$ cat config.mk
export PLATFORM = sky130hd
export DESIGN_NAME = tiny_soc_mmio_sink_flat
export DESIGN_NICKNAME = d
export VERILOG_FILES = /design/src/rtl/tiny_soc_mmio_pkg.sv /design/src/rtl/tiny_soc_mmio_sink_if.sv /design/src/rtl/tiny_soc_char_fifo.sv /design/src/rtl/tiny_soc_mmio_sink.sv /design/src/flat_wrapper.sv
export SDC_FILE = /design/constraint.sdc
export NUM_CORES = 1
export LEC_CHECK = 0
export CORE_MARGIN = 10
export CORE_UTILIZATION = 30
export DETAILED_ROUTE_END_ITERATION = 7
export GPL_ROUTABILITY_DRIVEN = 0
export GPL_TIMING_DRIVEN = 0
export HOLD_SLACK_MARGIN = 0.1
export PLACE_DENSITY = 0.65
export RECOVER_POWER = 25
export SYNTH_ARGS = -nofsm -noshare
export SYNTH_HDL_FRONTEND = slang
export SYNTH_HIERARCHICAL = 1
export SYNTH_SLANG_ARGS = --single-unit
$ cat constraint.sdc
create_clock -name clk_i -period 3.85 [get_ports clk_i]
set_input_delay 1.155 -clock clk_i [delete_from_list [all_inputs] [get_ports clk_i]]
set_output_delay 1.155 -clock clk_i [all_outputs]
set_load 0.02 [all_outputs]
$ cat src/rtl/tiny_soc_mmio_pkg.sv
`default_nettype none
// ============================================================================
// Module      : tiny_soc_mmio_pkg
// Description : Shared types and MMIO address map for the tiny SoC MMIO sink.
//               STOP_ADDR receives the exit code, PUTC_ADDR receives console
//               characters. Decode ignores the low three (byte-in-word) bits.
// Revision    : 1.0 - initial release
// ============================================================================
package tiny_soc_mmio_pkg;

    localparam int MMIO_ADDR_WIDTH = 31;

    typedef logic [MMIO_ADDR_WIDTH-1:0] mmio_addr_t;
    typedef logic [7:0]                 char_t;

    localparam mmio_addr_t STOP_ADDR = 31'h0000_0000;
    localparam mmio_addr_t PUTC_ADDR = 31'h0000_0010;

endpackage : tiny_soc_mmio_pkg
`default_nettype wire

$ cat src/rtl/tiny_soc_mmio_sink_if.sv
`default_nettype none
// ============================================================================
// Module      : tiny_soc_mmio_sink_if
// Description : MMIO request port (no grant, no response) plus the console
//               character valid/ready stream.
//   mmio_req_i/we_i/addr_i/strb_i/wdata_i : core -> sink store request
//   char_valid_o/char_data_o              : sink -> consumer FIFO head
//   char_ready_i                          : consumer -> sink, pops the head
// Revision    : 1.0 - initial release
// ============================================================================
interface tiny_soc_mmio_sink_if
    import tiny_soc_mmio_pkg::*;
#(
    parameter int MMIO_ADDR_WIDTH = 31,
    parameter int DATA_WIDTH      = 64,
    parameter int STRB_WIDTH      = DATA_WIDTH / 8
);
    logic                       mmio_req_i;
    logic                       mmio_we_i;
    logic [MMIO_ADDR_WIDTH-1:0] mmio_addr_i;
    logic [STRB_WIDTH-1:0]      mmio_strb_i;
    logic [DATA_WIDTH-1:0]      mmio_wdata_i;
    logic                       char_valid_o;
    logic                       char_ready_i;
    char_t                      char_data_o;

    modport master (
        output mmio_req_i, mmio_we_i, mmio_addr_i, mmio_strb_i, mmio_wdata_i,
        output char_ready_i,
        input  char_valid_o, char_data_o
    );

    modport slave (
        input  mmio_req_i, mmio_we_i, mmio_addr_i, mmio_strb_i, mmio_wdata_i,
        input  char_ready_i,
        output char_valid_o, char_data_o
    );

endinterface : tiny_soc_mmio_sink_if
`default_nettype wire

$ cat src/rtl/tiny_soc_char_fifo.sv
`default_nettype none
// ============================================================================
// Module      : tiny_soc_char_fifo
// Description : Synchronous character FIFO with registered storage.
//   clk, rst      : clock, synchronous active-high reset (empties FIFO)
//   i_push/i_data : write request and byte
//   i_pop         : pop request (ignored while empty)
//   o_head        : head byte, 0 while empty
//   o_full/o_empty: occupancy flags
// A push into a full FIFO is accepted only when a pop happens in the same
// cycle; otherwise it is dropped (the caller flags the overflow).
// Revision    : 1.0 - initial release
// ============================================================================
module tiny_soc_char_fifo
    import tiny_soc_mmio_pkg::*;
#(
    parameter int DEPTH = 8
) (
    input  wire   clk,
    input  wire   rst,
    input  wire   i_push,
    input  char_t i_data,
    input  wire   i_pop,
    output char_t o_head,
    output logic  o_full,
    output logic  o_empty
);
    localparam int c_PTR_W = $clog2(DEPTH);
    localparam int c_CNT_W = c_PTR_W + 1;

    char_t              r_mem [DEPTH];
    logic [c_PTR_W-1:0] r_wr_ptr;
    logic [c_PTR_W-1:0] r_rd_ptr;
    logic [c_CNT_W-1:0] r_count;

    logic w_do_pop;
    logic w_do_push;

    assign o_empty   = (r_count == '0);
    assign o_full    = (r_count == c_CNT_W'(DEPTH));
    assign w_do_pop  = i_pop & ~o_empty;
    // Full is fine when the head leaves in the same cycle.
    assign w_do_push = i_push & (~o_full | w_do_pop);
    assign o_head    = o_empty ? '0 : r_mem[r_rd_ptr];

    always_ff @(posedge clk) begin
        if (w_do_push) begin
            r_mem[r_wr_ptr] <= i_data;
        end
    end

    // Pointers wrap naturally because DEPTH is a power of two.
    always_ff @(posedge clk) begin
        if (rst) begin
            r_wr_ptr <= '0;
            r_rd_ptr <= '0;
            r_count  <= '0;
        end else begin
            if (w_do_push) begin
                r_wr_ptr <= r_wr_ptr + c_PTR_W'(1);
            end
            if (w_do_pop) begin
                r_rd_ptr <= r_rd_ptr + c_PTR_W'(1);
            end
            if (w_do_push && !w_do_pop) begin
                r_count <= r_count + c_CNT_W'(1);
            end else if (w_do_pop && !w_do_push) begin
                r_count <= r_count - c_CNT_W'(1);
            end
        end
    end

endmodule : tiny_soc_char_fifo
`default_nettype wire

$ cat src/rtl/tiny_soc_mmio_sink.sv
`default_nettype none
// ============================================================================
// Module      : tiny_soc_mmio_sink
// Description : Write-only MMIO target. Decodes core stores into a sticky
//               stop/exit code, a buffered console character stream and a
//               watchdog timeout. Every request is accepted in the cycle it
//               is presented.
//   clk_i, rst_i   : clock, synchronous active-high reset
//   bus            : MMIO request + character stream (slave modport)
//   stop_o         : sticky, stop written
//   stop_code_o    : code of the first stop write
//   timeout_o      : sticky, watchdog expired
//   overflow_o     : sticky, character dropped on a full FIFO
//   unmapped_o     : sticky, read or write to an undecoded address
//   cycle_count_o  : cycles since reset, frozen on stop or timeout
// Revision    : 1.0 - initial release
// ============================================================================
module tiny_soc_mmio_sink
    import tiny_soc_mmio_pkg::*;
#(
    parameter int          MMIO_ADDR_WIDTH = 31,
    parameter int          DATA_WIDTH      = 64,
    parameter int          FIFO_DEPTH      = 8,
    parameter int unsigned TIMEOUT_CYCLES  = 1_000_000
) (
    input  wire                   clk_i,
    input  wire                   rst_i,
    tiny_soc_mmio_sink_if.slave   bus,
    output logic                  stop_o,
    output logic [31:0]           stop_code_o,
    output logic                  timeout_o,
    output logic                  overflow_o,
    output logic                  unmapped_o,
    output logic [31:0]           cycle_count_o
);
    localparam int                       c_WORD_W    = MMIO_ADDR_WIDTH - 3;
    localparam logic [c_WORD_W-1:0]      c_STOP_WORD = c_WORD_W'(STOP_ADDR >> 3);
    localparam logic [c_WORD_W-1:0]      c_PUTC_WORD = c_WORD_W'(PUTC_ADDR >> 3);
    localparam logic [31:0]              c_TO_LAST   = 32'(TIMEOUT_CYCLES - 1);

    logic        r_stop;
    logic [31:0] r_stop_code;
    logic        r_timeout;
    logic        r_overflow;
    logic        r_unmapped;
    logic [31:0] r_count;

    logic [c_WORD_W-1:0] w_word;
    logic                w_wr;
    logic                w_rd;
    logic                w_hit_stop;
    logic                w_hit_putc;
    logic                w_stop_wr;
    logic                w_push;
    logic                w_pop;
    logic                w_unmapped;
    logic                w_overflow;
    logic                w_timeout_hit;
    logic                w_fifo_full;
    logic                w_fifo_empty;
    logic                w_unused_bits;

    assign w_word     = bus.mmio_addr_i[MMIO_ADDR_WIDTH-1:3];
    assign w_wr       = bus.mmio_req_i & bus.mmio_we_i & (|bus.mmio_strb_i);
    assign w_rd       = bus.mmio_req_i & ~bus.mmio_we_i;
    assign w_hit_stop = (w_word == c_STOP_WORD);
    assign w_hit_putc = (w_word == c_PUTC_WORD);

    // Only the first stop write is captured; later ones are silently ignored.
    assign w_stop_wr  = w_wr & w_hit_stop & ~r_stop;
    assign w_push     = w_wr & w_hit_putc & bus.mmio_strb_i[0];
    assign w_unmapped = w_rd | (w_wr & ~w_hit_stop & ~w_hit_putc);

    assign w_pop      = bus.char_ready_i & ~w_fifo_empty;
    assign w_overflow = w_push & w_fifo_full & ~w_pop;

    // A stop accepted in the expiry cycle takes priority over the timeout.
    assign w_timeout_hit = ~r_stop & ~r_timeout & (r_count == c_TO_LAST) & ~w_stop_wr;

    assign w_unused_bits = ^{bus.mmio_wdata_i[DATA_WIDTH-1:32], bus.mmio_addr_i[2:0]};

    tiny_soc_char_fifo #(
        .DEPTH (FIFO_DEPTH)
    ) u_fifo (
        .clk     (clk_i),
        .rst     (rst_i),
        .i_push  (w_push),
        .i_data  (bus.mmio_wdata_i[7:0]),
        .i_pop   (bus.char_ready_i),
        .o_head  (bus.char_data_o),
        .o_full  (w_fifo_full),
        .o_empty (w_fifo_empty)
    );

    assign bus.char_valid_o = ~w_fifo_empty;

    always_ff @(posedge clk_i) begin
        if (rst_i) begin
            r_stop      <= 1'b0;
            r_stop_code <= '0;
            r_timeout   <= 1'b0;
            r_overflow  <= 1'b0;
            r_unmapped  <= 1'b0;
            r_count     <= '0;
        end else begin
            if (w_stop_wr) begin
                r_stop      <= 1'b1;
                r_stop_code <= bus.mmio_wdata_i[31:0];
            end
            if (w_timeout_hit) begin
                r_timeout <= 1'b1;
            end
            if (w_overflow) begin
                r_overflow <= 1'b1;
            end
            if (w_unmapped) begin
                r_unmapped <= 1'b1;
            end
            // Counts on the current flag values, so the stopping/expiring
            // cycle is itself counted before the freeze.
            if (!r_stop && !r_timeout && (r_count != 32'hFFFF_FFFF)) begin
                r_count <= r_count + 32'd1;
            end
        end
    end

    assign stop_o        = r_stop;
    assign stop_code_o   = r_stop_code;
    assign timeout_o     = r_timeout;
    assign overflow_o    = r_overflow;
    assign unmapped_o    = r_unmapped;
    assign cycle_count_o = r_count;

endmodule : tiny_soc_mmio_sink
`default_nettype wire
$ cat src/flat_wrapper.sv
// flat-port wrapper written by rule: the top's interface ports become plain ports
module tiny_soc_mmio_sink_flat import tiny_soc_mmio_pkg::*;
#(
    parameter int          MMIO_ADDR_WIDTH = 31,
    parameter int          DATA_WIDTH      = 64,
    parameter int          FIFO_DEPTH      = 8,
    parameter int unsigned TIMEOUT_CYCLES  = 1_000_000
)
  (clk_i, rst_i, stop_o, stop_code_o, timeout_o, overflow_o, unmapped_o, cycle_count_o, bus_mmio_req_i, bus_mmio_we_i, bus_mmio_addr_i, bus_mmio_strb_i, bus_mmio_wdata_i, bus_char_ready_i, bus_char_valid_o, bus_char_data_o);
  tiny_soc_mmio_sink_if #(.MMIO_ADDR_WIDTH(MMIO_ADDR_WIDTH), .DATA_WIDTH(DATA_WIDTH)) bus_i ();
  input  wire clk_i;
  input  wire rst_i;
  output logic stop_o;
  output logic [31:0] stop_code_o;
  output logic timeout_o;
  output logic overflow_o;
  output logic unmapped_o;
  output logic [31:0] cycle_count_o;
  input wire logic [$bits(bus_i.mmio_req_i)-1:0] bus_mmio_req_i;
  input wire logic [$bits(bus_i.mmio_we_i)-1:0] bus_mmio_we_i;
  input wire logic [$bits(bus_i.mmio_addr_i)-1:0] bus_mmio_addr_i;
  input wire logic [$bits(bus_i.mmio_strb_i)-1:0] bus_mmio_strb_i;
  input wire logic [$bits(bus_i.mmio_wdata_i)-1:0] bus_mmio_wdata_i;
  input wire logic [$bits(bus_i.char_ready_i)-1:0] bus_char_ready_i;
  output wire logic [$bits(bus_i.char_valid_o)-1:0] bus_char_valid_o;
  output wire logic [$bits(bus_i.char_data_o)-1:0] bus_char_data_o;
  assign bus_i.mmio_req_i = bus_mmio_req_i;
  assign bus_i.mmio_we_i = bus_mmio_we_i;
  assign bus_i.mmio_addr_i = bus_mmio_addr_i;
  assign bus_i.mmio_strb_i = bus_mmio_strb_i;
  assign bus_i.mmio_wdata_i = bus_mmio_wdata_i;
  assign bus_i.char_ready_i = bus_char_ready_i;
  assign bus_char_valid_o = bus_i.char_valid_o;
  assign bus_char_data_o = bus_i.char_data_o;
  tiny_soc_mmio_sink #(.MMIO_ADDR_WIDTH(MMIO_ADDR_WIDTH), .DATA_WIDTH(DATA_WIDTH), .FIFO_DEPTH(FIFO_DEPTH), .TIMEOUT_CYCLES(TIMEOUT_CYCLES)) u_core (.clk_i(clk_i), .rst_i(rst_i), .bus(bus_i), .stop_o(stop_o), .stop_code_o(stop_code_o), .timeout_o(timeout_o), .overflow_o(overflow_o), .unmapped_o(unmapped_o), .cycle_count_o(cycle_count_o));
endmodule
==> key figures, run 1 <==
Run status
  • Status: completed

Finish
  • Multi-input logic area: around 2600 um^2
  • Fill cell count: about 1.9k
  • Syn-to-layout area delta: 42.4%
  • Finished Layout Cells: 1,005
  • Register Area: roughly 3500 um^2
  • Fin util: between 40% and 50%
  • Fin area: roughly 8800 um^2
  • ANT cells: 0
  • Layout Nets: roughly 840
  • Fraction of layout cells with a size suffix above 1: about an eighth

Detailed routing
  • WL per Instance: between 15 and 20 um
  • Total detailed-routing wirelength: between 15,000 and 20,000 um
  • Vias per inst: approximately 5
  • Post-route DRC: 0
  • Drt first-iter violations: ~250
  • Via count: 4,923
  • ANT nets after route: 0
  • Pre-Repair DR Iteration Count: 4

Setup path
  • CP endpoint kind: register
  • Slowest cell delay on critical path: between 0.4 and 0.5 ns
  • Cells on worst reg2reg path: 10
  • Crit-path max FO: 4
  • R2r setup slk: about 1.2 ns
  • Critical Path RT: roughly 4.2 ns
  • Critical Path AT: 4.02 ns
  • CP Launch Type: input port
  • RR Endpoint: u_core/u_fifo/r_count[3]
  • Critical path's slowest cell: clkdlybuf4s50_1
  • Cell breakdown of the critical path: clkdlybuf4s50_1 > nor4_2 > nand4_1 > buf_4 > nor4_4 > o21ai_4 > inv_4 > ha_2 > inv_2 > ha_4 > a21oi_4 > a211oi_1 > a31oi_1 > mux2_2
  • Worst Setup Path Type: input port to register
  • Reg-to-reg startpoint: u_core/u_fifo/r_count[1]

Placed design
  • Placed cell areas: approximately 8100 um^2
  • Pre-CTS setup slack: -1.13 ns
  • Post-Place Cells: approximately 970
  • HPWL Detailed: between 10,000 and 15,000 um
  • I/O Buffers: ~150

Floorplan
  • Die Wd: ~160 um
  • Area of the core: between 20,000 and 25,000 um^2
  • Die Y: about 160 um
  • Starting Density: a little under a third
  • Rows: 52
  • I/O pin count: 185
  • Die area: ~27,000 um^2

Clock tree
  • Clock Latency Late Sink: approximately 0.42 ns
  • CTS Sinks: ~150
  • Root Buffer: clkbuf_16
  • Hold-fix buffers at CTS: 0
  • CTS tree: yes
  • CTS max path bufs: 2
  • Number of CTS-inserted buffers: 17
  • H-tree depth: 4
  • CTS clk-pin slew, worst paths: approximately 0.07 ns

Worst hold path
  • Worst hold path class: register to register
  • Hold Path Sink: u_core/stop_code_o[26]
  • Hold wc startpoint: u_core/stop_code_o[26]
  • Worst hold path depth: 2

Power and ir drop
  • Cell Pwr Density: roughly 480 nW/um^2
  • Worst VDD drop: between 0.3 and 0.4 mV
  • Final Power: about 4.2 mW
  • Leak pwr: between 2 and 3 nW

Timing
  • Worst hold margin: between 0.4 and 0.5 ns
  • Slew @ Worst Pin: a little under 1 ns
  • Minimum clock period: between 3 and 4 ns
  • Final hold vios: 0
  • Setup violations, final: 0
  • Period Utilization, post-route: between 90% and 100%
  • Setup ws final: between 0.1 and 0.15 ns
  • Slew headroom: roughly a third
  • Fin. max-slew vios: 0
  • TNS Setup: 0 ns
  • Highest clock rate: 269 MHz
  • Setup Skew: 0.00807 ns

Yosys
  • Synth Area in Compound Gates: 8.62%
  • Synthesized Nets: ~660
  • Synth Area in XOR/XNOR: 2.67%
  • Syn. warnings: 6
  • Top cells by area, synth: edfxtp_1, dfxtp_1, mux4_2
  • Post-synth top area share: a little under a third
  • Register bit count reported by yosys: around 150
  • Synth Area in Adders: ~1.5%
  • Number of synthesized flops with an enable pin: 64
  • Top FF cell, synth: dfxtp_1
  • Post-Synth Simple-Gate Area: approximately a fifth
  • Most frequent cell after synthesis: nand2_1
  • Cell taking the most area after synthesis: edfxtp_1
  • Unique masters post-synth: 61
  • Post-synthesis mux area share: ~8%
  • Sequential element share of the synthesized area: a little under three fifths
  • Cells after synthesis: 548
  • Post-synth top cells: nand2_1, dfxtp_1, edfxtp_1, a21oi_1, nor2_1
  • Largest family of logic cells by synthesized area: simple AND/OR/NAND/NOR gates
  • Average cell area after synthesis: 11.3 um^2
  • FFs w/ async S/R, synth: 0%
  • Mapped Area: between 6000 and 7000 um^2

Global routing
  • Most used routing layer: met2
  • Total GRT Usage: a little over an eighth
  • Largest net degree at the start of global routing: 17
  • First-pass GRT wire length: around 28,000 um
  • Vias in the first global route: just over 5k
  • Met3 Usage GRT: between 4 and 5%
  • Met2 usage: a little under a quarter
  • GRT overflow: 0
  • Initial antenna violation count: 1
  • Met1 usage: between 15 and 20%

Run
  • Maxcap violations: 0
[per-layer routing]
layer / vias to the layer above / part of all wire (%)
li1: 2379 / -
met1: 2380 / 43
met2: 136 / 50
met3: 26 / 6.3
met4: 2 / 1.2
met5: - / 0.067
[cells by family after synthesis]
group / count (synthesis)
AND/OR/NAND/NOR: 225
flip-flops: 145
AO/OA/AOI/OAI: 88
buffers and inverters: 35
multiplexers: 30
XOR/XNOR: 18
adder cells (fa/ha/maj): 7
[what timing repair did]
action	CTS	global route
resized for setup	12	3
pin swaps	4	4
setup endpoints to repair	66	3
buffers inserted	4	2
[flip-flops by register name (all words and copies together), names as in the netlist, named ones only]
| register | count |
|---|---|
| u_core/cycle_count_o | 32 |
| u_core/overflow_o | 1 |
| u_core/stop_code_o | 32 |
| u_core/stop_o | 1 |
| u_core/timeout_o | 1 |
| u_core/u_fifo/r_count | 4 |
| u_core/u_fifo/r_mem | 64 |
| u_core/u_fifo/r_rd_ptr | 3 |
| u_core/u_fifo/r_wr_ptr | 3 |
| u_core/unmapped_o | 1 |
[power breakdown]
| group | internal, mW | leakage [nW] | switching (mW) |
|---|---|---|---|
| clock | 1.04 | 0.303 | 0.703 |
| sequential | 1.64 | 1.23 | 0.0427 |
| combinational | 0.414 | 1.33 | 0.396 |
[critical path: cells and delay by family]
kind            cells  cell delay (ns)
mux                 1             0.35
buf+inv             4             0.76
fa+ha+maj           2             0.43
compound gates      4             0.52
simple gates        3             0.79
[layout make-up]
type,count,share of cell area (%)
clock buffer,18,4.87
clock inverter,14,2.20
tap,270,3.84
multi-input combinational,368,29.3
inverter,8,0.369
buffer,26,1.63
sequential,145,40.2
timing repair buffer,156,17.5
[cell usage in the layout (no fill, tap or decap), drive strengths merged, types with 7 or more instances in the layout]
cell type,synthesis,final
dlygate4sd3,0,9
dfxtp,81,81
clkdlybuf4s50,0,140
mux2i,11,11
xor2,13,13
clkbuf,13,33
nor2,43,43
edfxtp,64,64
nand4,12,12
nor3,7,7
mux4,16,16
a21oi,51,51
buf,14,18
inv,8,15
nand2,86,86
nor4,21,21
or3,9,9
o21ai,11,11
and4,7,7
or4,9,9
[worst max-delay path by stage]
| stage | from | end | slack (ns) |
|---|---|---|---|
| after floorplan | bus_mmio_addr_i[16] | u_core/u_fifo/r_count[3] | 0.08 |
| after global placement | bus_mmio_addr_i[18] | u_core/u_fifo/r_mem[0][7] | -1.48 |
| after detailed placement | bus_mmio_addr_i[18] | u_core/u_fifo/r_count[3] | -1.13 |
| after CTS | bus_mmio_addr_i[9] | u_core/u_fifo/r_count[3] | -0.004 |
| after global routing | bus_mmio_addr_i[8] | u_core/u_fifo/r_count[3] | -0.002 |
| final | bus_mmio_addr_i[8] | u_core/u_fifo/r_count[3] | 0.14 |
No activity file was read; power rests on OpenSTA's default activity.
==> run 2: changes to the inputs <==
--- a/config.mk
+++ b/config.mk
@@ -8,7 +8,6 @@
 export CORE_MARGIN = 10
 export CORE_UTILIZATION = 30
 export DETAILED_ROUTE_END_ITERATION = 7
-export GPL_ROUTABILITY_DRIVEN = 0
 export GPL_TIMING_DRIVEN = 0
 export HOLD_SLACK_MARGIN = 0.1
 export PLACE_DENSITY = 0.65
==> results of run 2 <==
No change in the layout: final DEF, timing and power equal those of run 1.
==> run 3: changes to the inputs <==
--- a/config.mk
+++ b/config.mk
@@ -10,7 +10,7 @@
 export DETAILED_ROUTE_END_ITERATION = 7
 export GPL_TIMING_DRIVEN = 0
 export HOLD_SLACK_MARGIN = 0.1
-export PLACE_DENSITY = 0.65
+export PLACE_DENSITY_LB_ADDON = 0.25
 export RECOVER_POWER = 25
 export SYNTH_ARGS = -nofsm -noshare
 export SYNTH_HDL_FRONTEND = slang
==> run 3 against run 2 <==
  * Global-route usage down 0.14 points
  * Clock power down 3%
  * Flip-flop and latch count unchanged
  * Power down 1.3%
  * Worst setup slack worse by 0.012 ns
  * Non-clock buffer count up 1
  * Via count unchanged
  * Critical path type unchanged
  * Largest cell class unchanged
  * Largest power group unchanged
==> key figures, run 3 (synthesis gave the netlist of run 1 again) <==
Setup path
  • CP endpoint kind: register
  • Cell breakdown of the critical path: clkdlybuf4s50_1 > or4_1 > o211ai_4 > nor4_4 > o21ai_4 > inv_4 > ha_1 > inv_2 > ha_4 > a21oi_2 > a211oi_1 > a31oi_1 > mux2_2
  • Slowest cell delay on critical path: 0.59 ns (+0.18 ns)
  • Crit-path max FO: 4 (unchanged)
  • Critical path's slowest cell: or4_1
  • Critical Path AT: 4.04 ns (+0.02 ns)
  • Worst Setup Path Type: input port to register
  • Critical Path RT: 4.16 ns (about the same)
  • CP Launch Type: input port

Floorplan
  • Area of the core: 20,200 um^2 (unchanged)
  • Starting Density: 30.5% (unchanged)
  • I/O pin count: 185 (unchanged)
  • Die Wd: 164 um (unchanged)
  • Die Y: 164 um (unchanged)
  • Rows: 52 (unchanged)
  • Die area: 26,700 um^2 (unchanged)

Detailed routing
  • Total detailed-routing wirelength: 18,300 um (+1.8%)
  • Vias per inst: 4.89 (about the same)
  • Post-route DRC: 0 (unchanged)
  • Via count: 4,923 (unchanged)
  • ANT nets after route: 0 (unchanged)
  • Pre-Repair DR Iteration Count: 5 (+1)
  • Drt first-iter violations: 286 (+16%)
  • WL per Instance: 18.2 um (+1.7%)

Finish
  • Layout Nets: 838 (+0.12%)
  • ANT cells: 0 (unchanged)
  • Fin area: 8770 um^2 (-0.38%)
  • Most frequent cells in the layout: clkdlybuf4s50_1, nand2_1, dfxtp_1, edfxtp_1, a21oi_1
  • Largest register FFs: 64 (unchanged)
  • Fraction of layout cells with a size suffix above 1: 13.2% (-0.018 points)
  • Syn-to-layout area delta: 41.9%
  • Most common cell after layout, fill and taps aside: clkdlybuf4s50_1
  • Top reg by flops: u_core/u_fifo/r_mem

Clock tree
  • CTS clk-pin slew, worst paths: 0.06 ns (about the same)
  • Root Buffer: clkbuf_16
  • CTS max path bufs: 2 (unchanged)
  • H-tree depth: 4 (unchanged)
  • CTS Sinks: 145 (unchanged)
  • Clock Latency Late Sink: 0.43 ns (about the same)
  • Hold-fix buffers at CTS: 0 (unchanged)
  • Number of CTS-inserted buffers: 17 (unchanged)
  • CTS tree: yes

Placed design
  • Placed cell areas: 8040 um^2 (-0.19%)
  • RD Place Congestion: between 0.8 and 0.9
  • HPWL Detailed: 13,100 um (+2.4%)
  • I/O Buffers: 149 (unchanged)
  • Pre-CTS setup slack: -0.950 ns (+0.184 ns)

Global routing
  • Largest net degree at the start of global routing: 17 (unchanged)
  • Total GRT Usage: 13.4% (-0.14 points)
  • Initial antenna violation count: 0 (-1)
  • Vias in the first global route: 5,048 (-1.3%)
  • Met2 usage: 22.9% (+0.055 points)
  • Most used routing layer: met2
  • GRT overflow: 0 (unchanged)
  • First-pass GRT wire length: 28,000 um (-0.81%)
  • Met3 Usage GRT: 5.71% (+1.1 points)
  • Met1 usage: 15.2% (-0.79 points)

Timing
  • Minimum clock period: 3.73 ns (+0.0120 ns)
  • Setup ws final: 0.125 ns (-0.0120 ns)
  • Slew @ Worst Pin: 0.983 ns (+0.0104 ns)
  • Worst hold margin: 0.451 ns (+0.00178 ns)
  • Setup Skew: 0.0143 ns (+0.00625 ns)
  • Slew headroom: 34.3% (-0.70 points)
  • Fin. max-slew vios: 0 (unchanged)
  • Final hold vios: 0 (unchanged)
  • Highest clock rate: 268 MHz (-0.32%)
  • Period Utilization, post-route: 96.8% (+0.31 points)
  • Setup violations, final: 0 (unchanged)

Run
  • Maxcap violations: 0 (unchanged)

Run status
  • Status: completed

Power and ir drop
  • Cell Pwr Density: 477 nW/um^2 (-0.95%)
  • Leak pwr: 2.85 nW (-0.21%)
  • Worst VDD drop: 0.300 mV (-2.0%)

Worst hold path
  • Worst hold path class: register to register
==> run 3: changes by cell type in the layout (fill, tap and decap cells not counted), moves of 2 or more <==
cell	change
nor4_4	-2
nor4_1	-2
nor4_2	+4
inv_8	+2
==> run 3: worst paths after layout <==
kind | cells past startpoint | slack, ns | from | endpoint
max | 13 | 0.12 | bus_mmio_strb_i[0] | u_core/u_fifo/r_count[3]
min | 2 | 0.45 | u_core/stop_code_o[1] | u_core/stop_code_o[1]
min reg2reg | 2 | 0.45 | u_core/stop_code_o[1] | u_core/stop_code_o[1]
max reg2reg | 10 | 1.19 | u_core/u_fifo/r_count[1] | u_core/u_fifo/r_count[3]
==> run 3: timing repair <==
action	in CTS	in global routing
setup buffers	4	2
endpoints found under the hold margin	0	0
resized for setup	5	10
endpoints found under the setup margin	61	11
pin swaps	4	1
==> run 3: layout make-up <==
class | instances | area, um^2
clock inverters | 14 | 165
clock buffers | 18 | 439
fillers | 1899 | 11500
well taps | 270 | 338
multi-input cells | 368 | 2550
repair buffers | 157 | 1550
flip-flops and latches | 145 | 3540
plain buffers | 26 | 148
inverters | 8 | 32.5
==> run 3: critical path, delay by kind of cell <==
| family | cells | cell delay (ns) |
|---|---|---|
| mux | 1 | 0.35 |
| buf+inv | 3 | 0.63 |
| fa+ha+maj | 2 | 0.46 |
| simple gates | 2 | 0.68 |
| compound gates | 5 | 0.75 |
==> run 3: layer usage <==
metal  part of all wire, %  wire [um]
met3                   7.6       1380
met2                    52       9440
met1                    40       7350
met4                  0.44         81
met5                     0          0
==> run 3: per-stage QoR <==
step	cells	utilization, %	TNS [ns]	total power [mW]
after floorplan	548	-	0	2.17
after global placement	967	39.6	-53.21	2.50
after detailed placement	968	39.7	-46.21	2.52
after CTS	1003	43.0	-0.0557	4.23
after global routing	1006	43.3	-0.0293	4.38
final	1006	43.3	0	4.18
==> run 3: power breakdown <==
group | switching, mW | internal [mW]
Clock | 0.699 | 0.996
Sequential | 0.0418 | 1.64
Combinational | 0.396 | 0.411
Total | 1.14 | 3.05
